===== config.mk =====
export PLATFORM = sky130hd
export DESIGN_NAME = pipeline_halt_monitor
export DESIGN_NICKNAME = d
export VERILOG_FILES = /design/src/rtl/pipeline_monitor_pkg.sv /design/src/rtl/trace_fifo.sv /design/src/rtl/pipeline_halt_monitor.sv
export SDC_FILE = /design/constraint.sdc
export NUM_CORES = 1
export LEC_CHECK = 0
export ABC_AREA = 1
export CAP_MARGIN = 5
export CORE_UTILIZATION = 54
export CTS_BUF_LIST = sky130_fd_sc_hd__clkbuf_16
export DETAILED_ROUTE_END_ITERATION = 10
export HOLD_SLACK_MARGIN = 0.03
export PLACE_DENSITY = 0.83
export SKIP_CTS_REPAIR_TIMING = 1
export SLEW_MARGIN = 20
export SYNTH_ARGS = -nofsm -noshare
export SYNTH_HDL_FRONTEND = slang
export SYNTH_SLANG_ARGS = --single-unit

===== constraint.sdc =====
create_clock -name clk -period 4.05 [get_ports clk]
set_input_delay 0.81 -clock clk [delete_from_list [all_inputs] [get_ports clk]]
set_output_delay 0.81 -clock clk [all_outputs]
set_load 0.1 [all_outputs]

===== src/rtl/pipeline_monitor_pkg.sv =====
// Shared types and constants for the pipeline halt monitor.
// The monitor state encoding is visible on state_o, so its values are fixed here.
package pipeline_monitor_pkg;

    typedef enum logic [1:0] {
        ST_IDLE   = 2'd0,
        ST_RUN    = 2'd1,
        ST_DRAIN  = 2'd2,
        ST_HALTED = 2'd3
    } monitor_state_t;

    localparam logic [31:0] DEFAULT_HALT_INSTR = 32'h0000_0001;

endpackage


===== src/rtl/trace_fifo.sv =====
// Show-ahead trace FIFO for retired instructions, with a sticky overflow flag.
// A push into a full FIFO only succeeds when a pop happens in the same cycle.
module trace_fifo #(
    parameter int XLEN        = 32,
    parameter int TRACE_DEPTH = 16
) (
    input  logic                           clk,
    input  logic                           reset,
    input  logic                           clear_i,
    input  logic                           push_i,
    input  logic [XLEN-1:0]                push_data_i,
    input  logic                           pop_i,
    output logic [XLEN-1:0]                head_o,
    output logic                           empty_o,
    output logic [$clog2(TRACE_DEPTH):0]   count_o,
    output logic                           overflow_o
);

    localparam int PTR_W = $clog2(TRACE_DEPTH);
    localparam int CNT_W = PTR_W + 1;

    logic [XLEN-1:0]  mem [TRACE_DEPTH];
    logic [PTR_W-1:0] wr_ptr;
    logic [PTR_W-1:0] rd_ptr;
    logic [CNT_W-1:0] count_q;
    logic             overflow_q;
    logic             full;
    logic             do_pop;
    logic             do_push;
    logic             drop;

    assign full    = (count_q == CNT_W'(TRACE_DEPTH));
    assign empty_o = (count_q == '0);
    assign do_pop  = pop_i && !empty_o;
    assign do_push = push_i && (!full || do_pop);
    assign drop    = push_i && full && !do_pop;

    always_ff @(posedge clk) begin
        if (do_push && !clear_i) begin
            mem[wr_ptr] <= push_data_i;
        end
    end

    // Pointers wrap naturally because the depth is a power of two.
    always_ff @(posedge clk or posedge reset) begin
        if (reset) begin
            wr_ptr     <= '0;
            rd_ptr     <= '0;
            count_q    <= '0;
            overflow_q <= 1'b0;
        end else if (clear_i) begin
            wr_ptr     <= '0;
            rd_ptr     <= '0;
            count_q    <= '0;
            overflow_q <= 1'b0;
        end else begin
            if (do_push) begin
                wr_ptr <= wr_ptr + PTR_W'(1);
            end
            if (do_pop) begin
                rd_ptr <= rd_ptr + PTR_W'(1);
            end
            case ({do_push, do_pop})
                2'b10:   count_q <= count_q + CNT_W'(1);
                2'b01:   count_q <= count_q - CNT_W'(1);
                default: count_q <= count_q;
            endcase
            if (drop) begin
                overflow_q <= 1'b1;
            end
        end
    end

    assign head_o     = mem[rd_ptr];
    assign count_o    = count_q;
    assign overflow_o = overflow_q;

endmodule


===== src/rtl/pipeline_halt_monitor.sv =====
// Watches one pipeline stage for a halt sentinel, drains for a fixed number of
// cycles, then reports halted; counts cycles/retires and traces retired instructions.
module pipeline_halt_monitor
    import pipeline_monitor_pkg::*;
#(
    parameter int              NUM_STAGES   = 5,
    parameter int              XLEN         = 32,
    parameter logic [XLEN-1:0] HALT_INSTR   = XLEN'(DEFAULT_HALT_INSTR),
    parameter int              DRAIN_CYCLES = 10,
    parameter int              TRACE_DEPTH  = 16
) (
    input  logic                            clk,
    input  logic                            reset,
    input  logic [NUM_STAGES*XLEN-1:0]      instr_i,
    input  logic [NUM_STAGES-1:0]           stage_valid_i,
    input  logic [$clog2(NUM_STAGES)-1:0]   halt_sel_i,
    input  logic                            enable_i,
    input  logic                            clear_i,
    input  logic                            trace_rd_i,
    output logic [XLEN-1:0]                 trace_data_o,
    output logic                            trace_empty_o,
    output logic [$clog2(TRACE_DEPTH):0]    trace_count_o,
    output logic [31:0]                     cycle_count_o,
    output logic [31:0]                     retired_count_o,
    output logic                            halted_o,
    output logic                            overflow_o,
    output logic [1:0]                      state_o
);

    localparam int SEL_W   = $clog2(NUM_STAGES);
    localparam int DRAIN_W = (DRAIN_CYCLES > 0) ? $clog2(DRAIN_CYCLES + 1) : 1;

    monitor_state_t     state_q;
    monitor_state_t     state_d;
    logic [DRAIN_W-1:0] drain_q;
    logic [XLEN-1:0]    watched_instr;
    logic               watched_valid;
    logic               halt_hit;
    logic               active;
    logic               retire;
    logic [31:0]        cycle_q;
    logic [31:0]        retired_q;

    // Select values beyond the last stage match nothing.
    always_comb begin
        watched_instr = '0;
        watched_valid = 1'b0;
        for (int k = 0; k < NUM_STAGES; k++) begin
            if (halt_sel_i == SEL_W'(k)) begin
                watched_instr = instr_i[k*XLEN +: XLEN];
                watched_valid = stage_valid_i[k];
            end
        end
    end

    assign halt_hit = watched_valid && (watched_instr == HALT_INSTR);
    assign active   = (state_q == ST_RUN) || (state_q == ST_DRAIN);
    assign retire   = active && stage_valid_i[NUM_STAGES-1] && !clear_i;

    always_ff @(posedge clk or posedge reset) begin
        if (reset) begin
            state_q <= ST_IDLE;
        end else begin
            state_q <= state_d;
        end
    end

    always_comb begin
        state_d = state_q;
        if (clear_i) begin
            state_d = ST_IDLE;
        end else begin
            case (state_q)
                ST_IDLE: begin
                    if (enable_i) begin
                        state_d = ST_RUN;
                    end
                end
                ST_RUN: begin
                    if (halt_hit) begin
                        state_d = (DRAIN_CYCLES == 0) ? ST_HALTED : ST_DRAIN;
                    end
                end
                ST_DRAIN: begin
                    if (drain_q <= DRAIN_W'(1)) begin
                        state_d = ST_HALTED;
                    end
                end
                ST_HALTED: state_d = ST_HALTED;
                default:   state_d = ST_IDLE;
            endcase
        end
    end

    // The drain counter holds the number of DRAIN cycles still to go.
    always_ff @(posedge clk or posedge reset) begin
        if (reset) begin
            drain_q <= '0;
        end else if (clear_i) begin
            drain_q <= '0;
        end else if (state_q == ST_RUN && halt_hit) begin
            drain_q <= DRAIN_W'(DRAIN_CYCLES);
        end else if (state_q == ST_DRAIN && drain_q != '0) begin
            drain_q <= drain_q - DRAIN_W'(1);
        end
    end

    always_ff @(posedge clk or posedge reset) begin
        if (reset) begin
            cycle_q   <= '0;
            retired_q <= '0;
        end else if (clear_i) begin
            cycle_q   <= '0;
            retired_q <= '0;
        end else begin
            if (active && cycle_q != 32'hFFFF_FFFF) begin
                cycle_q <= cycle_q + 32'd1;
            end
            if (retire && retired_q != 32'hFFFF_FFFF) begin
                retired_q <= retired_q + 32'd1;
            end
        end
    end

    trace_fifo #(
        .XLEN        (XLEN),
        .TRACE_DEPTH (TRACE_DEPTH)
    ) u_trace_fifo (
        .clk         (clk),
        .reset       (reset),
        .clear_i     (clear_i),
        .push_i      (retire),
        .push_data_i (instr_i[(NUM_STAGES-1)*XLEN +: XLEN]),
        .pop_i       (trace_rd_i),
        .head_o      (trace_data_o),
        .empty_o     (trace_empty_o),
        .count_o     (trace_count_o),
        .overflow_o  (overflow_o)
    );

    assign cycle_count_o   = cycle_q;
    assign retired_count_o = retired_q;
    assign halted_o        = (state_q == ST_HALTED);
    assign state_o         = state_q;

endmodule

==> flow_summary_export.csv <==
group,metric,value,unit
sta,worstMarginPinSlew,1.083,ns
die,rows,80,
route,vias_per_cell,5.991,
sta,min_period,3.960,ns
finish,drive_gt1_share,9.585,%
clocking,clock_path_buffers,3,
die,design.core.area,47750,µm²
finish,layout.filler_cells,3190,
global_route,first_global_vias,19150,
route,drt_first_iter_violations,1995,
power_and_ir_drop,p_leak,11.58,nW
die,chipWidth,222.0,µm
sta,tns,0,ns
clocking,cts_htree_levels,2,
global_route,track_usage,28.89,%
sta,hold_viol,0,
setup_path,cp.required,3.24,ns
route,vias,19010,
sta,timing.fmax,0.2525,GHz
synthesis,async_reset_ff_share,14.09,%
synthesis,synth-seq-area-share,66.88,%
setup_path,start_kind,"flip-flop",
route,dr.pass1.iters,6,
finish,final_common_cell,"edfxtp_1",
status,outcome,"complete, no violations",
finish,fin_nets,2700,
clocking,cts_root_buffer,"clkbuf_16",
run,drv_cap,0,
clocking,clkLatencyLatePin,0.64,ns
sta,layout_worst_path_cycle_share,97.79,%
synthesis,syn_avg_cell_area,11.87,µm²
synthesis,synth-edff-count,512,
die,dieArea,49280,µm²
power_and_ir_drop,vdd_drop_max,0.3846,mV
route,routed_wirelength,71.15,mm
setup_path,worstPathArrival,3.15,ns
sta,slew_headroom,27.57,%
placement,dpl.hpwl,45.79,mm
clocking,clock-sinks,596,
hold_path,hold_class,"flip-flop to flip-flop",
clocking,clk_pin_slew_worst_paths,0.06,ns
die,die_h,222.0,µm
synthesis,synth_top_area_share,58.83,%
setup_path,crit_type,"flip-flop to output port",
die,io_pins,279,
synthesis,synth_top_cell_by_area,"edfxtp_1",
finish,multi_input_area,7386,µm²
synthesis,netlist_top_cells_area,"edfxtp_1 59%, dfrtp_1 8.0%, mux2i_1 4.9%",
global_route,grt_first_pass_wirelength,108.3,mm
finish,final_cell_area,32190,µm²
finish,final_core_util,67.41,%
sta,drv_slew,0,
finish,areaGrowthSynthToFinish,23.16,%
route,drtAntennaViolNets,0,
synthesis,yosys_register_bits,596,
clocking,cts_buffers,58,
die,start_util,54.73,%
finish,ff_latch_area,17490,µm²
synthesis,yosysWarnings,0,
global_route,antenna_found_initial,4,
sta,setup_viol,0,
sta,rsz0062_at_grt,"false",
placement,gp_congestion,0.9418,
setup_path,crit_path_end_kind,"output port",
route,drc_errors,0,
synthesis,synth.cell_area,26130,µm²
placement,place_area,30330,µm²
clocking,cts_tree,"yes",
power_and_ir_drop,p_per_area,529.4,nW/µm²
setup_path,crit_fanout,48,
global_route,grt-ovfl-total,0,
finish,final_cell_mix,"512 x edfxtp_1, 244 x clkdlybuf4s50_1, 237 x inv_1, 226 x nand2_1, 184 x o21ai_0",
route,routedWlPerCell,22.42,µm
synthesis,syn-num-nets,2393,
sta,skew,0.01529,ns
synthesis,synthFlopType,"edfxtp_1",
placement,io_buffer_count,278,
global_route,grt_max_degree,65,
synthesis,syn_inst,2202,
synthesis,yosysUniqueCellTypes,49,
[worst max-delay path: stages (launching register included)]
cell and delay [ns]:
dfrtp_4 0.86, buf_4 0.61, a21oi_1 0.09, o21ai_0 0.13, o21ai_0 0.14, o211ai_1 0.20, nand2_1 0.20, buf_12 0.22
[worst paths after layout]
kind,endpoint,slack [ns],cells past startpoint,start
min in group asynchronous,retired_count_o[21]$_DFFE_PP0P_,0.60,2,reset
min,u_trace_fifo.overflow_o$_DFFE_PP0P_,0.52,1,u_trace_fifo.overflow_o$_DFFE_PP0P_
max reg2reg,u_trace_fifo.mem[3][23]$_DFFE_PP_,0.80,7,state_o[0]$_DFFE_PP0P_
max,trace_data_o[0],0.09,7,u_trace_fifo.rd_ptr[1]$_DFFE_PP0P_
min reg2reg,u_trace_fifo.overflow_o$_DFFE_PP0P_,0.52,1,u_trace_fifo.overflow_o$_DFFE_PP0P_
max in group asynchronous,cycle_count_o[19]$_DFFE_PP0P_,2.73,3,reset
[final cells by class]
cell class	instances	share of cell area (%)
inverter	233	2.733
clock buffer	58	4.509
timing repair buffer	353	11.84
antenna	2	0.01555
tap	615	2.391
multi-input combinational	1267	22.95
sequential	596	54.33
clock inverter	49	1.236
[cells by family (layout without fill, tap and decap cells)]
group	after synthesis	after routing	share of synthesized area (%)
flip-flops	596	596	66.88
AND/OR/NAND/NOR	589	589	10.05
AO/OA/AOI/OAI	513	513	11.32
multiplexers	128	128	4.903
other	0	2	0
adder cells (fa/ha/maj)	18	18	0.8905
XOR/XNOR	19	19	0.6368
buffers and inverters	339	693	5.319
[metal layers]
metal / GRT usage [%] / vias up / routed length [µm]
met5: 0 / - / 26
met2: 49.89 / 1120 / 35620
li1: - / 8540 / -
met4: 10.91 / 4 / 2627
met1: 35.41 / 9195 / 25810
met3: 6.547 / 149 / 7066
[per-stage QoR]
| step | cells | worst slack, ns | power [mW] | hold WS [ns] |
|---|---|---|---|---|
| after global placement | 3064 | 0.4876 | 11.73 | 0.5088 |
| after floorplan | 2202 | 0.08701 | 10.12 | 0.4848 |
| after CTS | 3171 | 0.09690 | 17.07 | 0.5207 |
| final | 3173 | 0.08961 | 17.04 | 0.5200 |
| after global routing | 3172 | 0.01589 | 17.57 | 0.5407 |
| after detailed placement | 3064 | 0.4264 | 11.85 | 0.5009 |
[cells in the mapped netlist (2+ instances only)]
library cell  count
nand3_1          87
ha_1             17
a31oi_1           2
xor2_1           12
and3_1            3
or2_2             4
a21oi_1         163
buf_2            15
nor4_1           12
nor2_1          163
nor2_4            2
o21ai_0         184
xnor2_1           7
o21ai_1          10
buf_4            14
o211ai_1        128
clkbuf_4          2
buf_6             5
o31ai_1          10
o21a_1            7
inv_1           225
nand4_1          34
nand2_1         226
nor2_2            3
nand2_2           4
dfrtp_1          84
o22ai_1           3
nand3b_1          3
mux2i_1         128
nor3_1           37
nand4_2           2
nor3_2            3
inv_2             7
buf_1            11
nand2_4           2
edfxtp_1        512
clkbuf_1         59
[registers in the layout, indices dropped and copies added, names as in the netlist]
name / count
cycle_count_o: 32
drain_q: 4
retired_count_o: 32
state_o: 2
u_trace_fifo.count_o: 5
u_trace_fifo.mem: 512
u_trace_fifo.overflow_o: 1
u_trace_fifo.rd_ptr: 4
u_trace_fifo.wr_ptr: 4
[report_power, final]
| part | total (mW) | internal, mW | leakage [nW] | switching, mW |
|---|---|---|---|---|
| sequential | 6.94 | 6.76 | 5.76 | 0.174 |
| clock | 5.27 | 2.93 | 0.968 | 2.34 |
| combinational | 4.83 | 1.63 | 4.85 | 3.21 |
No activity file was read; power rests on OpenSTA's default activity.
==> variant 1, RTL diff (same settings) <==
Change the parameter `DRAIN_CYCLES` from 10 to 11.
--- a/src/rtl/pipeline_halt_monitor.sv
+++ b/src/rtl/pipeline_halt_monitor.sv
@@ -6,7 +6,7 @@
     parameter int              NUM_STAGES   = 5,
     parameter int              XLEN         = 32,
     parameter logic [XLEN-1:0] HALT_INSTR   = XLEN'(DEFAULT_HALT_INSTR),
-    parameter int              DRAIN_CYCLES = 10,
+    parameter int              DRAIN_CYCLES = 11,
     parameter int              TRACE_DEPTH  = 16
 ) (
     input  logic                            clk,
Formal check against the unedited RTL: no difference found for any inputs over 4 cycles, from zero or initial values and one cycle with reset high; that may be too few to reach the edited logic, so the function may still have changed.
==> variant 1 against the unedited design <==
Cell area decreased by 0.21%. Hold slack improved by 0.011 ns. Register-to-register slack improved by 0.32 ns. Area after synthesis about the same. Worst setup slack improved by 0.080 ns. Combinational power decreased by 1%. Power about the same. Sequential cell count unchanged. Synthesized cell count decreased by 1.1%. Sequential share of layout area increased by 0.12 points. Die area about the same. Wire length decreased by 1.6%.
==> variant 1: results (changes against the unedited design) <==
stage,metric,value,unit,change
timing,post-route minimum period,3.88,ns,-0.0802 ns
clock_tree,clk_lat worst skew,0.62,ns,-0.02 ns
drt,max layer used,met4,,
global_routing,vias in the first global route,19000,,-0.58%
critical_path,crit path launch,u_trace_fifo.rd_ptr[0],,
pwr,Max IR drop VDD,697,uV,+81%
yosys,synth unique cells,54,,+10%
critical_path,FF-to-FF End,u_trace_fifo.mem[7][19],,
yosys,Async SR Flop Fraction,14.1,%,unchanged
cells_and_area,inverters,227,,-2.6%
drt,met3 routed wirelength,6340,um,-10%
cells_and_area,sequential cell area,17500,um^2,about the same
cells_and_area,n_diodes,3,,+1
critical_path,crit path max fanout,76,,+58%
global_routing,met3 GRT Util,4.43,%,-2.1 points
yosys,post-synthesis compound-gate area fraction,11.6,%,+0.33 points
timing,Slew @ Worst Pin,1.09,ns,+0.00598 ns
cells_and_area,sequential share of cell area,54.4,%,+0.12 points
global_routing,first-pass GRT wire length,107000,um,-1.6%
drt,DRT iter0 DRCs,2138,,+7.2%
clock_tree,TritonCTS Buffers,56,,-3.4%
drt,Routed Wire Length,70000,um,-1.6%
global_routing,largest net degree at the start of global routing,130,,+100%
cells_and_area,nets,2659,,-1.5%
cells_and_area,clk cell area share,5.92,%,+0.18 points
status,status,"finished, final reports clean",,
cells_and_area,Non-CTS buffers,336,,-4.8%
place,DP HPWL,42200,um,-7.8%
drt,WL met2,34500,um,-3.1%
yosys,post-synthesis xor/xnor area fraction,0.704,%,+0.067 points
pwr,logic gate share of total power,28.0,%,-0.4 points
yosys,ranking of synthesized cells by area,"edfxtp_1, dfrtp_1, mux2i_1, o21ai_0, o211ai_1",,
cells_and_area,share of cells above drive strength 1,9.86,%,+0.28 points
yosys,multiplexer share of the synthesized area,4.91,%,about the same
critical_path,CP endpoint,trace_data_o[29],,
yosys,register area share after synthesis,66.9,%,about the same
place,gp weighted congestion,0.943,,+0.11%
critical_path,R2R setup slack,1.12,ns,+0.32 ns
global_routing,met2 Use GR,47.4,%,-2.5 points
place,DP Area,30200,um^2,-0.41%
pwr,Sw Share,33.1,%,-0.46 points
yosys,Synth Area in Adders,0.891,%,about the same
cells_and_area,Data buffer area share,11.5,%,-0.36 points
drt,wire per inst,22.3,um,-0.35%
yosys,post-synthesis register bit count,596,,unchanged
pwr,LEAKAGE,11.4,nW,-1.8%
global_routing,GRT Total Usage,28.2,%,-0.67 points
critical_path,CP arrival,3.07,ns,-0.08 ns
pwr,Pwr Total,17.0,mW,about the same
timing,Setup Skew,0.0207,ns,+0.00539 ns
pwr,power share of the clock group,31.6,%,+0.7 points
place,Inst Count DP,3025,,-1.3%
global_routing,antenna violations before repair,3,,-1
place,"worst slack, placed",0.771,ns,+0.345 ns
cells_and_area,multi-input gates,1251,,-1.3%
cells_and_area,Multi-input gate area,7400,um^2,+0.24%
drt,total iterations of the first detailed-routing run,7,,+1
cells_and_area,FILL cells,3222,,+1.0%
## variant 1: cell count changes in the layout (fill, tap and decap cells not counted), sizes merged, moves of 4 or more
cell,unedited run,this run
buf,109,91
nand2,232,214
nand3,87,74
clkinvlp,1,7
o21ai,194,210
inv,249,231
nor3,41,37
## variant 1: worst min-delay path by stage
stage          slack, ns         startpoint                 to
3_3_place_gp        0.51   cycle_count_o[7]   cycle_count_o[7]
2_1_floorplan       0.48         drain_q[1]         drain_q[1]
6_report            0.53  cycle_count_o[24]  cycle_count_o[24]
4_1_cts             0.53  cycle_count_o[24]  cycle_count_o[24]
3_5_place_dp        0.51         drain_q[1]         drain_q[1]
5_1_grt             0.56   cycle_count_o[7]   cycle_count_o[7]
## variant 1: critical path: stages (launching register included)
cell and delay [ns]:
dfrtp_4 0.87, buf_12 0.39, mux2i_1 0.33, o21ai_0 0.14
o211ai_1 0.26, nand2_1 0.20, buf_12 0.22
==> variant 2, RTL diff (same flow settings) <==
Made on the original files. One comparison of `count_q` changes from == to >=.
--- a/src/rtl/trace_fifo.sv
+++ b/src/rtl/trace_fifo.sv
@@ -29,7 +29,7 @@
     logic             do_push;
     logic             drop;
 
-    assign full    = (count_q == CNT_W'(TRACE_DEPTH));
+    assign full    = (count_q >= CNT_W'(TRACE_DEPTH));
     assign empty_o = (count_q == '0);
     assign do_pop  = pop_i && !empty_o;
     assign do_push = push_i && (!full || do_pop);
Function: no difference found for any inputs over 4 cycles, from zero or initial values and one cycle with reset high; that may be too few to reach the edited logic, so the function may still have changed.
==> variant 2 against the unedited design <==
Global-route usage fell by 0.32 points. Non-clock buffer count down 22. Combinational power is 1% lower. Wire length down 0.85%. Power is 0.94% lower. Synthesized cell count is 1.8% lower. Sequential cell count is the same. Critical path depth stayed put. Count of clock-buffer cells in the layout fell by 1. Worst setup slack improved by 0.082 ns. Final cell count is 2.0% lower. Cell area fell by 0.56%. Area after synthesis is 0.48% lower. Sequential share of layout area up 0.30 points. Largest cell class unchanged. Highest routed layer is now met4.
==> variant 2: results (changes against the unedited design) <==
stage,metric,value,unit,change
critical_path,CP endpoint,trace_data_o[27],,
job,Max Cap Viol,0,,unchanged
global_routing,largest net degree at the start of global routing,130,,+100%
clock_tree,clk_lat worst skew,0.65,ns,
yosys,Synthesized Nets,2354,,-1.6%
critical_path,crit path launch,u_trace_fifo.rd_ptr[0],,
cells_and_area,share of cells above drive strength 1,8.94,%,-0.65 points
timing,Setup Skew,0.0314,ns,+0.0161 ns
global_routing,grt total ovfl,0,,unchanged
cells_and_area,P&R area growth vs syn,23.1,%,about the same
clock_tree,CTS H-Tree Depth,2,,unchanged
global_routing,first-pass GRT wire length,107000,um,-0.95%
drt,total iterations of the first detailed-routing run,6,,unchanged
clock_tree,TritonCTS Buffers,57,,-1.7%
drt,DRT iter0 DRCs,2184,,+9.5%
critical_path,worst r2r src,state_o[0],,
yosys,synth warn,0,,unchanged
timing,Slew @ Worst Pin,1.09,ns,+0.00678 ns
cells_and_area,n_diodes,0,,-2
global_routing,antenna violations before repair,0,,-4
yosys,Async SR Flop Fraction,14.1,%,unchanged
yosys,Post-synth EDFFs,512,,unchanged
yosys,"top cells by count, synth","edfxtp_1, inv_1, nand2_1",,
cells_and_area,max reg flops,512,,unchanged
critical_path,FF-to-FF End,u_trace_fifo.mem[6][28],,
place,DP HPWL,43600,um,-4.9%
drt,wire per inst,22.7,um,+1.2%
clock_tree,maximum root-to-sink buffer count,3,,unchanged
cells_and_area,register with the most flip-flops,u_trace_fifo.mem,,
global_routing,vias in the first global route,18800,,-1.7%
status,status,"finished, final reports clean",,
clock_tree,Root Driver,clkbuf_16,,
clock_tree,"Reg clk slew, reported paths",0.06,ns,about the same
yosys,register area share after synthesis,67.2,%,+0.32 points
critical_path,crit path max fanout,48,,unchanged
place,gp weighted congestion,0.941,,-0.14%
hold_path,worst hold path class,reg2reg,,
critical_path,worst reg-to-reg path cell count,7,,unchanged
pwr,LEAKAGE,11.5,nW,-0.78%
drt,Vias/cell,6.01,,+0.35%
yosys,ranking of synthesized cells by area,"edfxtp_1, dfrtp_1, mux2i_1, o21ai_0, o211ai_1",,
global_routing,GRT Total Usage,28.6,%,-0.32 points
critical_path,CP arrival,3.07,ns,-0.08 ns
yosys,"Top FF cell, synth",edfxtp_1,,
yosys,synth unique cells,55,,+12%
place,Buffers on Ports,278,,unchanged
pwr,Max IR drop VDD,365,uV,-5.0%
critical_path,R2R setup slack,1.07,ns,+0.27 ns
cells_and_area,nets,2641,,-2.2%
==> variant 2: layer usage <==
| layer | GRT usage [%] | share of wire [%] | routed length, um | vias to the layer above |
|---|---|---|---|---|
| li1 | - | - | - | 8395 |
| met1 | 36.0 | 38 | 26500 | 9034 |
| met2 | 49.1 | 50 | 35500 | 1113 |
| met3 | 5.28 | 8.6 | 6080 | 154 |
| met4 | 10.9 | 3.4 | 2400 | 0 |
| met5 | 0 | 0 | 0 | - |
==> variant 2: logic make-up after synthesis <==
kind of cell             count (synthesis)  share of synthesized area (%)
adder cells (fa/ha/maj)                 18                          0.895
AO/OA/AOI/OAI                          515                           11.4
buffers and inverters                  344                           5.33
multiplexers                           129                           4.97
AND/OR/NAND/NOR                        549                           9.79
flip-flops                             596                           67.2
XOR/XNOR                                12                          0.404
==> variant 2: worst min-delay path by stage <==
stage | start | endpoint | slack [ns] | depth (start not counted)
finish | u_trace_fifo.overflow_o | u_trace_fifo.overflow_o | 0.52 | 1
global route | drain_q[1] | drain_q[1] | 0.56 | 2
CTS | u_trace_fifo.overflow_o | u_trace_fifo.overflow_o | 0.52 | 1
detailed placement | u_trace_fifo.overflow_o | u_trace_fifo.overflow_o | 0.49 | 1
global placement | u_trace_fifo.overflow_o | u_trace_fifo.overflow_o | 0.49 | 1
floorplan | drain_q[1] | drain_q[1] | 0.48 | 2
==> variant 2: critical path, stage by stage (launching register included) <==
cell and delay [ns]:
dfrtp_4 0.88, buf_4 0.52, a21oi_1 0.14, o21ai_0 0.13
o21ai_0 0.16, o211ai_1 0.25, nand2_1 0.13, buf_12 0.19
==> variant 2: final cells by class <==
cell class	count	area, um^2
clock buffers	57	1430
flip-flops and latches	596	17500
repair buffers	331	3750
inverters	241	913
fillers	3255	15600
well taps	615	769
multi-input cells	1223	7260
clock inverters	47	397
==> variant 2: through the flow <==
stage                     total power [mW]  instance area [um^2]  std cells  util (%)  setup slack (ns)
after floorplan                       10.1                 26000       2163         -             0.138
after global placement                11.6                 30200       3006      63.4             0.704
after detailed placement              11.7                 30200       3006      63.4             0.609
after CTS                             16.9                 32000       3110      67.2             0.197
after global routing                  17.4                 32000       3110      67.2            0.0296
final                                 16.9                 32000       3110      67.2             0.172
==> variant 2: report_power, final <==
group,switching [mW],internal (mW)
combinational,3.19,1.56
clock,2.34,2.90
sequential,0.128,6.76
total,5.66,11.2
